<file path="src/rtl/seg_pkg.sv">
// Shared definitions for the 7-segment display path: scan FSM encoding, polarity and
// default timing constants used by the display tops.
package seg_pkg;

  typedef enum logic [1:0] {
    StIdle,
    StScan,
    StGap
  } scan_state_e;

  // Segment lines on the board are active-low; hex_7seg applies this at its output.
  localparam logic SegActiveLow = 1'b1;

  localparam int unsigned DefDwellCycles = 50000;
  localparam int unsigned DefGapCycles   = 500;
  localparam int unsigned DefBlinkFrames = 64;

endpackage

</file>
<file path="src/rtl/seg_dwell_timer.sv">
// Loadable down-counter; tc is high while the count sits at zero. Reused for dwell and gap.
module seg_dwell_timer #(
  parameter int unsigned Width = 8
) (
  input  logic             clk,
  input  logic             rst_n,
  input  logic             load,
  input  logic [Width-1:0] load_val,
  output logic             tc
);

  logic [Width-1:0] cnt_q, cnt_d;

  always_comb begin
    cnt_d = cnt_q;
    if (load) begin
      cnt_d = load_val;
    end else if (cnt_q != '0) begin
      cnt_d = cnt_q - 1'b1;
    end
  end

  always_ff @(posedge clk or negedge rst_n) begin
    if (!rst_n) begin
      cnt_q <= '0;
    end else begin
      cnt_q <= cnt_d;
    end
  end

  assign tc = (cnt_q == '0);

endmodule

</file>
<file path="src/rtl/seg_scan_ctrl.sv">
// Time-multiplexed scan controller: latches a hex value through a ready/load handshake and
// walks a shared nibble bus across the digits with blanking, blink and inter-digit dark gaps.
module seg_scan_ctrl #(
  parameter int unsigned NUM_DIGITS   = 4,
  parameter int unsigned DWELL_CYCLES = 50000,
  parameter int unsigned GAP_CYCLES   = 500,
  parameter int unsigned BLINK_FRAMES = 64
) (
  input  logic                    clk,
  input  logic                    rst_n,
  input  logic                    load,
  input  logic [4*NUM_DIGITS-1:0] value,
  input  logic                    zblank_en,
  input  logic                    blink_en,
  output logic                    ready,
  output logic [3:0]              hex,
  output logic                    seg_en,
  output logic [NUM_DIGITS-1:0]   digit_sel,
  output logic                    frame_done
);

  import seg_pkg::*;

  localparam int unsigned VW     = 4 * NUM_DIGITS;
  localparam int unsigned DigW   = (NUM_DIGITS > 1) ? $clog2(NUM_DIGITS) : 1;
  localparam int unsigned CntMax = (DWELL_CYCLES > GAP_CYCLES) ? DWELL_CYCLES : GAP_CYCLES;
  localparam int unsigned CntW   = $clog2(CntMax + 1);
  localparam int unsigned BlkW   = $clog2(BLINK_FRAMES + 1);

  localparam logic [DigW-1:0] LastDig = DigW'(NUM_DIGITS - 1);
  localparam logic [CntW-1:0] DwellLd = CntW'(DWELL_CYCLES - 1);
  localparam logic [CntW-1:0] GapLd   = CntW'(GAP_CYCLES - 1);
  localparam logic [BlkW-1:0] BlkLast = BlkW'(BLINK_FRAMES - 1);

  scan_state_e           state_q, state_d;
  logic [DigW-1:0]       digit_q, digit_d;
  logic [VW-1:0]         active_q, active_d;
  logic [VW-1:0]         shadow_q, shadow_d;
  logic                  pending_q, pending_d;
  logic [BlkW-1:0]       bcnt_q, bcnt_d;
  logic                  phase_q, phase_d;
  logic [NUM_DIGITS-1:0] dsel_q, dsel_d;
  logic [3:0]            hex_q, hex_d;
  logic                  seg_q, seg_d;

  logic          tc;
  logic          advance;
  logic          accept;
  logic          boundary;
  logic [VW-1:0] upper;

  assign accept   = load && !pending_q;
  assign boundary = (state_q == StGap) && tc && (digit_q == LastDig);

  seg_dwell_timer #(
    .Width (CntW)
  ) u_timer (
    .clk      (clk),
    .rst_n    (rst_n),
    .load     (advance),
    .load_val ((state_d == StScan) ? DwellLd : GapLd),
    .tc       (tc)
  );

  always_comb begin
    state_d = state_q;
    digit_d = digit_q;
    advance = 1'b0;
    unique case (state_q)
      StIdle: begin
        if (accept) begin
          state_d = StScan;
          digit_d = '0;
          advance = 1'b1;
        end
      end
      StScan: begin
        if (tc) begin
          state_d = StGap;
          advance = 1'b1;
        end
      end
      StGap: begin
        if (tc) begin
          state_d = StScan;
          digit_d = (digit_q == LastDig) ? '0 : digit_q + 1'b1;
          advance = 1'b1;
        end
      end
      default: state_d = StIdle;
    endcase
  end

  // The shadow value and blink phase only move on the frame boundary, so a frame never tears.
  always_comb begin
    active_d  = active_q;
    shadow_d  = shadow_q;
    pending_d = pending_q;
    bcnt_d    = bcnt_q;
    phase_d   = phase_q;
    if (accept) begin
      if (state_q == StIdle) begin
        active_d = value;
      end else begin
        shadow_d  = value;
        pending_d = 1'b1;
      end
    end
    if (boundary) begin
      if (pending_q) begin
        active_d  = shadow_q;
        pending_d = 1'b0;
      end
      if (bcnt_q == BlkLast) begin
        bcnt_d  = '0;
        phase_d = ~phase_q;
      end else begin
        bcnt_d = bcnt_q + 1'b1;
      end
    end
  end

  assign upper = active_d >> {digit_d, 2'b00};

  // Display outputs are recomputed only on state entry and held for the whole dwell.
  always_comb begin
    dsel_d = dsel_q;
    hex_d  = hex_q;
    seg_d  = seg_q;
    if (advance) begin
      dsel_d = '0;
      hex_d  = '0;
      seg_d  = 1'b0;
      if (state_d == StScan) begin
        dsel_d = NUM_DIGITS'(1) << digit_d;
        hex_d  = upper[3:0];
        seg_d  = !(blink_en && !phase_d) && !(zblank_en && (digit_d != '0) && (upper == '0));
      end
    end
  end

  always_ff @(posedge clk or negedge rst_n) begin
    if (!rst_n) begin
      state_q   <= StIdle;
      digit_q   <= '0;
      active_q  <= '0;
      shadow_q  <= '0;
      pending_q <= 1'b0;
      bcnt_q    <= '0;
      phase_q   <= 1'b1;
      dsel_q    <= '0;
      hex_q     <= '0;
      seg_q     <= 1'b0;
    end else begin
      state_q   <= state_d;
      digit_q   <= digit_d;
      active_q  <= active_d;
      shadow_q  <= shadow_d;
      pending_q <= pending_d;
      bcnt_q    <= bcnt_d;
      phase_q   <= phase_d;
      dsel_q    <= dsel_d;
      hex_q     <= hex_d;
      seg_q     <= seg_d;
    end
  end

  assign ready      = !pending_q;
  assign hex        = hex_q;
  assign seg_en     = seg_q;
  assign digit_sel  = dsel_q;
  assign frame_done = boundary;

endmodule

</file>
<file path="config.mk">
export PLATFORM = sky130hd
export DESIGN_NAME = seg_scan_ctrl
export DESIGN_NICKNAME = d
export VERILOG_FILES = /design/src/rtl/seg_pkg.sv /design/src/rtl/seg_dwell_timer.sv /design/src/rtl/seg_scan_ctrl.sv
export SDC_FILE = /design/constraint.sdc
export NUM_CORES = 1
export LEC_CHECK = 0
export BUFFER_PORTS_ARGS = -buffer_cell sky130_fd_sc_hd__buf_4
export CORE_MARGIN = 2
export CORE_UTILIZATION = 30
export CTS_BUF_LIST = sky130_fd_sc_hd__clkbuf_16
export DETAILED_ROUTE_END_ITERATION = 10
export GPL_ROUTABILITY_DRIVEN = 1
export MAX_ROUTING_LAYER = met4
export PLACE_DENSITY = 0.45
export REMOVE_ABC_BUFFERS = 1
export SYNTH_ARGS = -nofsm -noshare
export SYNTH_HDL_FRONTEND = slang
export SYNTH_SLANG_ARGS = --single-unit
</file>
<file path="constraint.sdc">
create_clock -name clk -period 3.18 [get_ports clk]
set_input_delay 0.477 -clock clk [delete_from_list [all_inputs] [get_ports clk]]
set_output_delay 0.477 -clock clk [all_outputs]
set_load 0.005 [all_outputs]
</file>
==> flow_summary_export.csv, run 1 <==
group,metric,value,unit
run_status,status,"complete, no violations",
timing,worst_slew_pin_slew,0.906,ns
clock_network,cts_sinks,70,
drt,wirelength,8420,microns
timing,tns,0,ns
logic_synthesis,synth-edff-count,0,
timing,fin_crit,2.80,ns
place,gp_congestion,0.773,
drt,viasPerCell,4.88,
place,hpwl,6000,microns
finish,fin_nets,398,
die,start_util,30.8,%
timing,maxSlewHeadroom,39.6,%
clock_network,ctsHoldBuffers,0,
place,dpl_worst_slack,0.402,ns
timing,drv_slew,0,
die,num_rows,40,
die,die_h,115,microns
drt,vias,2545,
worst_setup_path,cp.required,3.40,ns
die,dieArea,13200,sq um
worst_setup_path,path_class,"flop to flop",
power_and_ir_drop,irDropWorstVdd,0.218,mV
finish,finalInstanceArea,4370,sq um
timing,fin_crit_sh,88.0,%
clock_network,clk_path_buf_depth,2,
logic_synthesis,syn_area_per_cell,11.2,sq um
logic_synthesis,yosys.cell_types.count,60,
logic_synthesis,async_reset_ff_share,100,%
place,place_area,4110,sq um
drt,wl_per_cell,16.2,microns
timing,hold_viol_final,0,
global_route,grt_pass1_wl,14500,microns
global_route,grt-ovfl-total,0,
logic_synthesis,ys_ff_latch,70,
finish,area_delta_synth_final,18.1,%
timing,rsz0062_at_grt,"no",
clock_network,cts_resized,0,
global_route,grt_pass1_vias,2740,
global_route,grt_max_degree,71,
clock_network,postCtsSetupRepairBufs,0,
logic_synthesis,ys.flop_type,"dfrtp_1",
logic_synthesis,postSynthCellCount,331,
logic_synthesis,ys_warn_count,0,
finish,drive_gt1_share,28.1,%
clock_network,clockRootBuffer,"clkbuf_16",
timing,setup_viol,0,
die,coreArea,12000,sq um
finish,num_antenna_cells,0,
die,ios,32,
global_route,grt_antenna_before_repair,0,
clock_network,cts_tree,"built",
clock_network,cts_max_level,3,
clock_network,clkLatencyLatePin,0.34,ns
drt,ant_nets,0,
worst_setup_path,start_kind,"flop",
die,die_w,115,microns
worst_setup_path,worstPathArrival,3.02,ns
power_and_ir_drop,powerDensity,424,nW/um^2
logic_synthesis,ys_seq_area_share,47.4,%
clock_network,numCtsBuffers,9,
logic_synthesis,synthesis.area,3700,sq um
flow_run,cap_violations,0,
power_and_ir_drop,p_leak,2.11,nW
place,port_buffers,31,
drt,drcViolationCount,0,
drt,drt-initial-drc-count,138,
timing,skew,0.00638,ns
clock_network,clkTransAtPathRegs,0.05,ns
worst_setup_path,endpoint_kind,"flop",
worst_setup_path,crit_fanout,10,
timing,setup_ws,0.380,ns
worst_hold_path,min_path_type,"input port to async pin",
global_route,track_usage,14.8,%
timing,fmax,357,MHz
drt,dr.pass1.iters,4,
## metrics by stage
stage,hold slack (ns),instances,util (%),power [mW]
floorplan,0.181,319,-,0.934
global placement,0.482,505,34.2,0.981
detailed placement,0.493,505,34.2,0.981
CTS,0.312,521,36.4,1.89
global route,0.339,521,36.4,1.94
finish,0.263,521,36.4,1.85
## placed cells by master (no fill, tap or decap), types with 3 or more instances in the layout
cell       Yosys  routed
or4_1          5       5
nor4_1         6       6
clkinv_2       0       3
dfrtp_1       69      69
mux2_2        34      34
xor2_1         9       9
o21ai_0        9       8
nor3_1         4       4
buf_4          2      38
o21ai_1        3       4
a21oi_1       11      11
clkbuf_16      0       9
a211oi_1       3       3
nand4_1        4       4
a22o_1         3       3
xnor2_1       10      10
nand3_1       10      10
nor2_1        22      22
mux2i_1       21      21
ha_1           8       8
inv_1         21      23
nand2_1       25      25
## where the power goes
group / internal (mW) / switching (mW) / total, mW
Clock: 0.514 / 0.375 / 0.889
Sequential: 0.902 / 0.00691 / 0.909
Combinational: 0.0251 / 0.0291 / 0.0543
## kinds of logic (layout without fill, tap and decap cells)
kind of cell               count (synthesis)  count (layout)  synth area share [%]
AOI/OAI and AO/OA                         46              46                  9.13
xor gates and xnor gates                  20              20                  4.94
adders and majority gates                  8               8                  2.71
buffers and inverters                     34              77                  4.53
DFF                                       70              70                  47.4
muxes                                     58              58                  17.1
and+or+nand+nor                           95              95                  14.2
## layout make-up
cell class                 instances  area [sq um]
clock buffer                       9           225
inverter                          22          87.6
tap                              147           184
clock inverter                     7          33.8
fill                            1214          7640
timing repair buffer              39           305
multi-input combinational        227          1780
sequential                        70          1750
## per-layer routing
metal,track usage [%],part of all wire (%)
met5,-,0
met4,6.51,2.0
met3,4.16,3.4
met2,21.7,47
met1,19.0,48
## sequential cells by signal, indices dropped and copies added (netlist names), 2 cells and up
name and count:
digit_sel 4, active_q 16, bcnt_q 7, state_q 2
u_timer.cnt_q 16, hex 4, shadow_q 16, digit_q 2
## worst paths after layout
check	startpoint	end	slack, ns	depth (start not counted)
worst max-delay path	u_timer.cnt_q[0]$_DFFE_PN0P_	hex[0]$_DFFE_PN0P_	0.38	9
worst min-delay path	rst_n	bcnt_q[4]$_DFFE_PN0N_	0.26	1
worst max register to register	u_timer.cnt_q[0]$_DFFE_PN0P_	hex[0]$_DFFE_PN0P_	0.38	9
worst min register to register	bcnt_q[6]$_DFFE_PN0N_	bcnt_q[6]$_DFFE_PN0N_	0.50	1
max in group asynchronous	rst_n	u_timer.cnt_q[0]$_DFFE_PN0P_	2.32	1
min in group clk	value[3]	shadow_q[3]$_DFFE_PN0P_	0.38	2
## worst max-delay path, stage by stage (launching register included)
cell	delay [ns]
dfrtp_1	0.37
inv_1	0.12
ha_1	0.17
nor3b_1	0.32
and4_4	0.31
mux2_4	0.32
a22oi_4	0.37
mux2i_1	0.30
mux2i_1	0.18
a22o_1	0.23
## cell usage after synthesis, types with 2 or more instances
cell type	instances	area, sq um
or3_1	2	12.5
a32o_1	2	20.0
nand2b_1	2	12.5
inv_1	21	78.8
nand4_1	4	25.0
buf_4	2	15.0
a21oi_1	11	55.1
mux2i_1	21	210
nor2_1	22	82.6
nor3b_1	2	15.0
o21ai_0	9	45.0
a211oi_1	3	22.5
xnor2_1	10	87.6
nor4_1	6	37.5
nor3_1	4	20.0
a22o_1	3	26.3
o22ai_1	2	12.5
nand3_1	10	50.1
xor2_1	9	78.8
mux2_2	34	383
nor4_2	2	25.0
dfrtp_1	69	1730
nand2_1	25	93.8
ha_1	8	100
clkbuf_1	5	18.8
or4_1	5	37.5
o21ai_1	3	15.0
buf_2	3	15.0
Note: power is estimated with default switching activity, not from simulation.
==> run 2, diff against run 1 <==
--- a/config.mk
+++ b/config.mk
@@ -8,10 +8,10 @@
 export BUFFER_PORTS_ARGS = -buffer_cell sky130_fd_sc_hd__buf_4
 export CORE_MARGIN = 2
-export CORE_UTILIZATION = 30
+export CORE_UTILIZATION = 50
 export CTS_BUF_LIST = sky130_fd_sc_hd__clkbuf_16
 export DETAILED_ROUTE_END_ITERATION = 10
 export GPL_ROUTABILITY_DRIVEN = 1
 export MAX_ROUTING_LAYER = met4
-export PLACE_DENSITY = 0.45
+export PLACE_DENSITY = 0.68
 export REMOVE_ABC_BUFFERS = 1
 export SYNTH_ARGS = -nofsm -noshare
==> constraint.sdc (replaced) <==
create_clock -name clk -period 3.18 [get_ports clk]
set_input_delay 0.159 -clock clk [delete_from_list [all_inputs] [get_ports clk]]
set_output_delay 0.159 -clock clk [all_outputs]
set_load 0.005 [all_outputs]
==> flow_summary_export.csv, run 2 (synthesis results as in run 1) <==
group,metric,value,unit
run_status,status,"complete, no violations",
finish,area_delta_synth_final,17.0,%
place,place_area,4030,sq um
finish,finalInstanceArea,4330,sq um
global_route,track_usage,20.9,%
clock_network,clockRootBuffer,"clkbuf_16",
die,coreArea,7210,sq um
timing,fmax,350,MHz
timing,rsz0062_at_grt,"no",
finish,finalNonFillerCells,473,
place,gp_congestion,0.828,
worst_setup_path,endpoint_kind,"flop",
power_and_ir_drop,powerDensity,450,nW/um^2
place,place_inst,456,
timing,hold_viol_final,0,
place,dpl_worst_slack,0.349,ns
place,port_buffers,31,
timing,setup_viol,0,
die,dieArea,8100,sq um
worst_setup_path,cp.required,3.38,ns
power_and_ir_drop,irDropWorstVdd,0.310,mV
drt,ant_nets,0,
worst_hold_path,min_path_type,"input port to flop",
clock_network,clkLatencyLatePin,0.33,ns
die,die_w,90.0,microns
clock_network,clk_path_buf_depth,2,
global_route,grt_antenna_before_repair,0,
timing,drv_slew,0,
drt,drcViolationCount,0,
global_route,grt_max_degree,71,
power_and_ir_drop,power_frac_seq,46.7,%
timing,fin_crit_sh,89.9,%
timing,tns,0,ns
die,num_rows,31,
die,ios,32,
finish,drive_gt1_share,28.3,%
worst_setup_path,path_class,"flop to flop",
drt,viasPerCell,5.39,
worst_setup_path,crit_fanout,10,
worst_setup_path,start_kind,"flop",
drt,wl_per_cell,16.0,microns
worst_setup_path,path_cells,"inv_1, ha_1, nor3b_1, and4_4, mux2_4, a22oi_4, inv_6, mux2i_2, nor4b_2, a32oi_1",
clock_network,numCtsBuffers,9,
timing,maxSlewHeadroom,40.5,%
finish,num_antenna_cells,0,
worst_setup_path,cpMaxStageDelayCell,"a22oi_4",
drt,drt-initial-drc-count,145,
power_and_ir_drop,power_frac_comb,2.8,%
global_route,grt_pass1_vias,2631,
finish,final_common_cell,"dfrtp_1",
power_and_ir_drop,power_switching,419,uW
place,hpwl,5370,microns
finish,final_core_util,60.0,%
timing,skew,0.00496,ns
die,die_h,90.0,microns
worst_setup_path,worstPathArrival,3.06,ns
power_and_ir_drop,clkPwrFrac,50.5,%
clock_network,clkTransAtPathRegs,0.06,ns
finish,layout_common_cells,"dfrtp_1, buf_4, mux2_2, nand2_1, nor2_1",
power_and_ir_drop,finalPower,1.95,mW
timing,fin_crit,2.86,ns
drt,vias,2548,
power_and_ir_drop,switching_share,21.5,%
global_route,grt_pass1_wl,13000,microns
flow_run,cap_violations,0,
timing,fin_hold_ws,0.0710,ns
drt,dr.pass1.iters,4,
finish,reg_top3,"active_q x16, shadow_q x16, u_timer.cnt_q x16",
finish,n_fill_cell,640,
worst_setup_path,worst_path_largest_cell_delay,0.39,ns
die,start_util,51.3,%
finish,fin_nets,398,
global_route,grt-ovfl-total,0,
timing,setup_ws,0.321,ns
drt,wirelength,7560,microns
timing,worst_slew_pin_slew,0.893,ns
power_and_ir_drop,p_leak,2.11,nW
clock_network,cts_max_level,3,
clock_network,cts_tree,"built",
clock_network,postCtsSetupRepairBufs,0,
power_and_ir_drop,p_int,1.53,mW
clock_network,cts_sinks,70,
run 2: changes by cell type in the layout (fill, tap and decap cells not counted):
cell / previous run / this run
inv_1: 23 / 21
buf_12: 1 / 0
bufinv_16: 0 / 1
clkinv_4: 0 / 1
dlygate4sd3_1: 0 / 1
run 2: worst paths after layout:
check | start | cells past startpoint | slack [ns] | end
setup / recovery | u_timer.cnt_q[0]$_DFFE_PN0P_ | 10 | 0.32 | seg_en$_DFFE_PN0P_
hold / removal | value[0] | 2 | 0.07 | shadow_q[0]$_DFFE_PN0P_
setup reg to reg | u_timer.cnt_q[0]$_DFFE_PN0P_ | 10 | 0.32 | seg_en$_DFFE_PN0P_
hold reg to reg | bcnt_q[6]$_DFFE_PN0N_ | 1 | 0.49 | bcnt_q[6]$_DFFE_PN0N_
max in group asynchronous | rst_n | 2 | 2.10 | u_timer.cnt_q[2]$_DFFE_PN0P_
min in group asynchronous | rst_n | 2 | 0.50 | bcnt_q[3]$_DFFE_PN0N_
run 2: repair_timing:
action / 4_1_cts / 5_1_grt
hold buffers: 1 / 0
hold endpoints to repair: 14 / 0
resized for setup: 0 / 0
run 2: critical path: cells and delay by family, from the launching register on:
family | cells | cell delay [ns]
AND/OR/NAND/NOR | 3 | 0.95
adder cells (fa/ha/maj) | 1 | 0.17
buffers and inverters | 2 | 0.21
multiplexers | 2 | 0.51
flip-flops | 1 | 0.38
AO/OA/AOI/OAI | 2 | 0.52
run 2: power groups by stage:
stage	logic (mW)	registers, mW	clock network (mW)
6_report	0.0553	0.909	0.984
5_1_grt	0.0628	0.910	1.03
4_1_cts	0.0568	0.909	0.993
3_5_place_dp	0.0552	0.925	0
3_3_place_gp	0.0546	0.925	0
2_1_floorplan	0.0121	0.922	0
run 2: cell type report:
class                           instances  area, sq um  area share (%)
Clock buffer                            9          225            5.20
Clock inverter                          7         65.1            1.50
Inverter                               22         87.6            2.02
Multi-Input combinational cell        227         1780            41.1
Sequential cell                        70         1750            40.5
Tap cell                               99          124            2.86
Timing Repair Buffer                   39          295            6.82
run 2: layer usage:
metal / global-route usage [%] / vias up / wire (microns)
met2: 31.8 / 37 / 3550
met3: 3.19 / 11 / 243
met1: 28.6 / 1249 / 3660
li1: - / 1251 / -
met4: 7.56 / 0 / 112
met5: - / - / 0
==> run 3, diff against run 2 <==
Settings changed: PLACE_DENSITY 0.68 to 0.79.
==> flow_summary_export.csv, run 3 (synthesis results as in run 1) <==
group,metric,value,unit
global_route,grt_antenna_before_repair,0,
worst_setup_path,crit_fanout,10,
drt,drcViolationCount,0,
finish,finalInstanceArea,4300,sq um
place,dpl_worst_slack,0.313,ns
worst_setup_path,worst_path_largest_cell_delay,0.39,ns
drt,drt-initial-drc-count,161,
drt,wl_per_cell,16.1,microns
timing,fmax,348,MHz
finish,final_common_cell,"dfrtp_1",
global_route,grt_pass1_vias,2669,
flow_run,cap_violations,0,
worst_setup_path,worst_path_dominant_cell_family,"simple AND/OR/NAND/NOR gates",
power_and_ir_drop,finalPower,1.83,mW
die,num_rows,31,
power_and_ir_drop,powerDensity,426,nW/um^2
timing,fin_crit_sh,90.4,%
timing,fin_hold_ws,0.0737,ns
global_route,track_usage,20.5,%
worst_setup_path,cpMaxStageDelayCell,"a22oi_4",
die,coreArea,7210,sq um
finish,final_core_util,59.6,%
power_and_ir_drop,p_leak,2.10,nW
global_route,grt_max_degree,71,
clock_network,ctsHoldBuffers,1,
finish,multi_input_comb_area,1780,sq um
finish,finalNonFillerCells,473,
timing,drv_slew,0,
drt,vias,2637,
finish,area_delta_synth_final,16.2,%
run_status,status,"complete, no violations",
worst_setup_path,path_cells,"inv_1, ha_1, nor3b_1, and4_4, mux2_4, a22oi_4, inv_6, mux2i_2, nor4b_2, a32oi_1",
die,ios,32,
place,gp_congestion,0.894,
die,die_h,90.0,microns
timing,rsz0062_at_grt,"no",
worst_setup_path,endpoint_kind,"flop",
worst_setup_path,reg2reg_slack,0.30,ns
die,die_w,90.0,microns
finish,num_antenna_cells,0,
finish,fin_nets,398,
timing,tns,0,ns
timing,setup_viol,0,
place,port_buffers,31,
finish,drive_gt1_share,27.5,%
timing,worst_slew_pin_slew,0.856,ns
worst_hold_path,min_path_type,"input port to flop",
global_route,grt-ovfl-total,0,
finish,n_fill_cell,608,
worst_setup_path,start_kind,"flop",
clock_network,cts_tree,"built",
clock_network,numCtsBuffers,9,
timing,skew,0.00399,ns
clock_network,clk_path_buf_depth,2,
place,place_area,4030,sq um
clock_network,postCtsSetupRepairBufs,0,
drt,viasPerCell,5.58,
drt,dr.pass1.iters,4,
timing,maxSlewHeadroom,42.9,%
clock_network,cts_resized,0,
die,start_util,51.3,%
timing,setup_ws,0.304,ns
clock_network,cts_max_level,3,
clock_network,clkTransAtPathRegs,0.05,ns
timing,fin_crit,2.88,ns
clock_network,cts_sinks,70,
worst_setup_path,worstPathArrival,3.08,ns
finish,reg_top3,"active_q x16, shadow_q x16, u_timer.cnt_q x16",
finish,layout_common_cells,"dfrtp_1, buf_4, mux2_2, nand2_1, inv_1",
drt,ant_nets,0,
finish,ff_latch_area,1750,sq um
power_and_ir_drop,irDropWorstVdd,0.300,mV
die,dieArea,8100,sq um
worst_setup_path,path_class,"flop to flop",
global_route,grt_pass1_wl,12800,microns
place,place_inst,456,
worst_setup_path,cp.required,3.38,ns
drt,wirelength,7630,microns
place,hpwl,5340,microns
clock_network,clkLatencyLatePin,0.33,ns
clock_network,clockRootBuffer,"clkbuf_16",
timing,hold_viol_final,0,
worst_setup_path,crit_buf_inv,2,
-- run 3: final timing paths --
path | startpoint | cells after the start | endpoint
setup / recovery | u_timer.cnt_q[0]$_DFFE_PN0P_ | 10 | seg_en$_DFFE_PN0P_
hold / removal | value[1] | 2 | shadow_q[1]$_DFFE_PN0P_
setup reg to reg | u_timer.cnt_q[0]$_DFFE_PN0P_ | 10 | seg_en$_DFFE_PN0P_
hold reg to reg | bcnt_q[6]$_DFFE_PN0N_ | 1 | bcnt_q[6]$_DFFE_PN0N_
max in group asynchronous | rst_n | 2 | active_q[11]$_DFF_PN0_
min in group asynchronous | rst_n | 2 | bcnt_q[6]$_DFFE_PN0N_
-- run 3: metal layers --
| layer | part of all wire [%] | global-route usage, % |
|---|---|---|
| met5 | 0 | - |
| met4 | 1.8 | 9.62 |
| met3 | 4.1 | 3.94 |
| met2 | 47 | 31.2 |
| met1 | 47 | 26.6 |
-- run 3: worst reg2reg max path: cells and delay by family (launching register included) --
kind,cells,cell delay [ns]
AOI/OAI and AO/OA,2,0.52
adders and majority gates,1,0.19
buffers and inverters,2,0.22
DFF,1,0.38
muxes,2,0.51
and+or+nand+nor,3,0.93
-- run 3: power by group --
| group | internal (mW) | switching [mW] |
|---|---|---|
| Clock | 0.514 | 0.355 |
| Combinational | 0.0260 | 0.0278 |
| Sequential | 0.902 | 0.00680 |
-- run 3: final cells by class --
type	instances	area share, %
Sequential cell	70	40.8
Inverter	22	2.04
Clock inverter	7	0.815
Tap cell	99	2.88
Timing Repair Buffer	39	6.87
Multi-Input combinational cell	227	41.4
Clock buffer	9	5.24
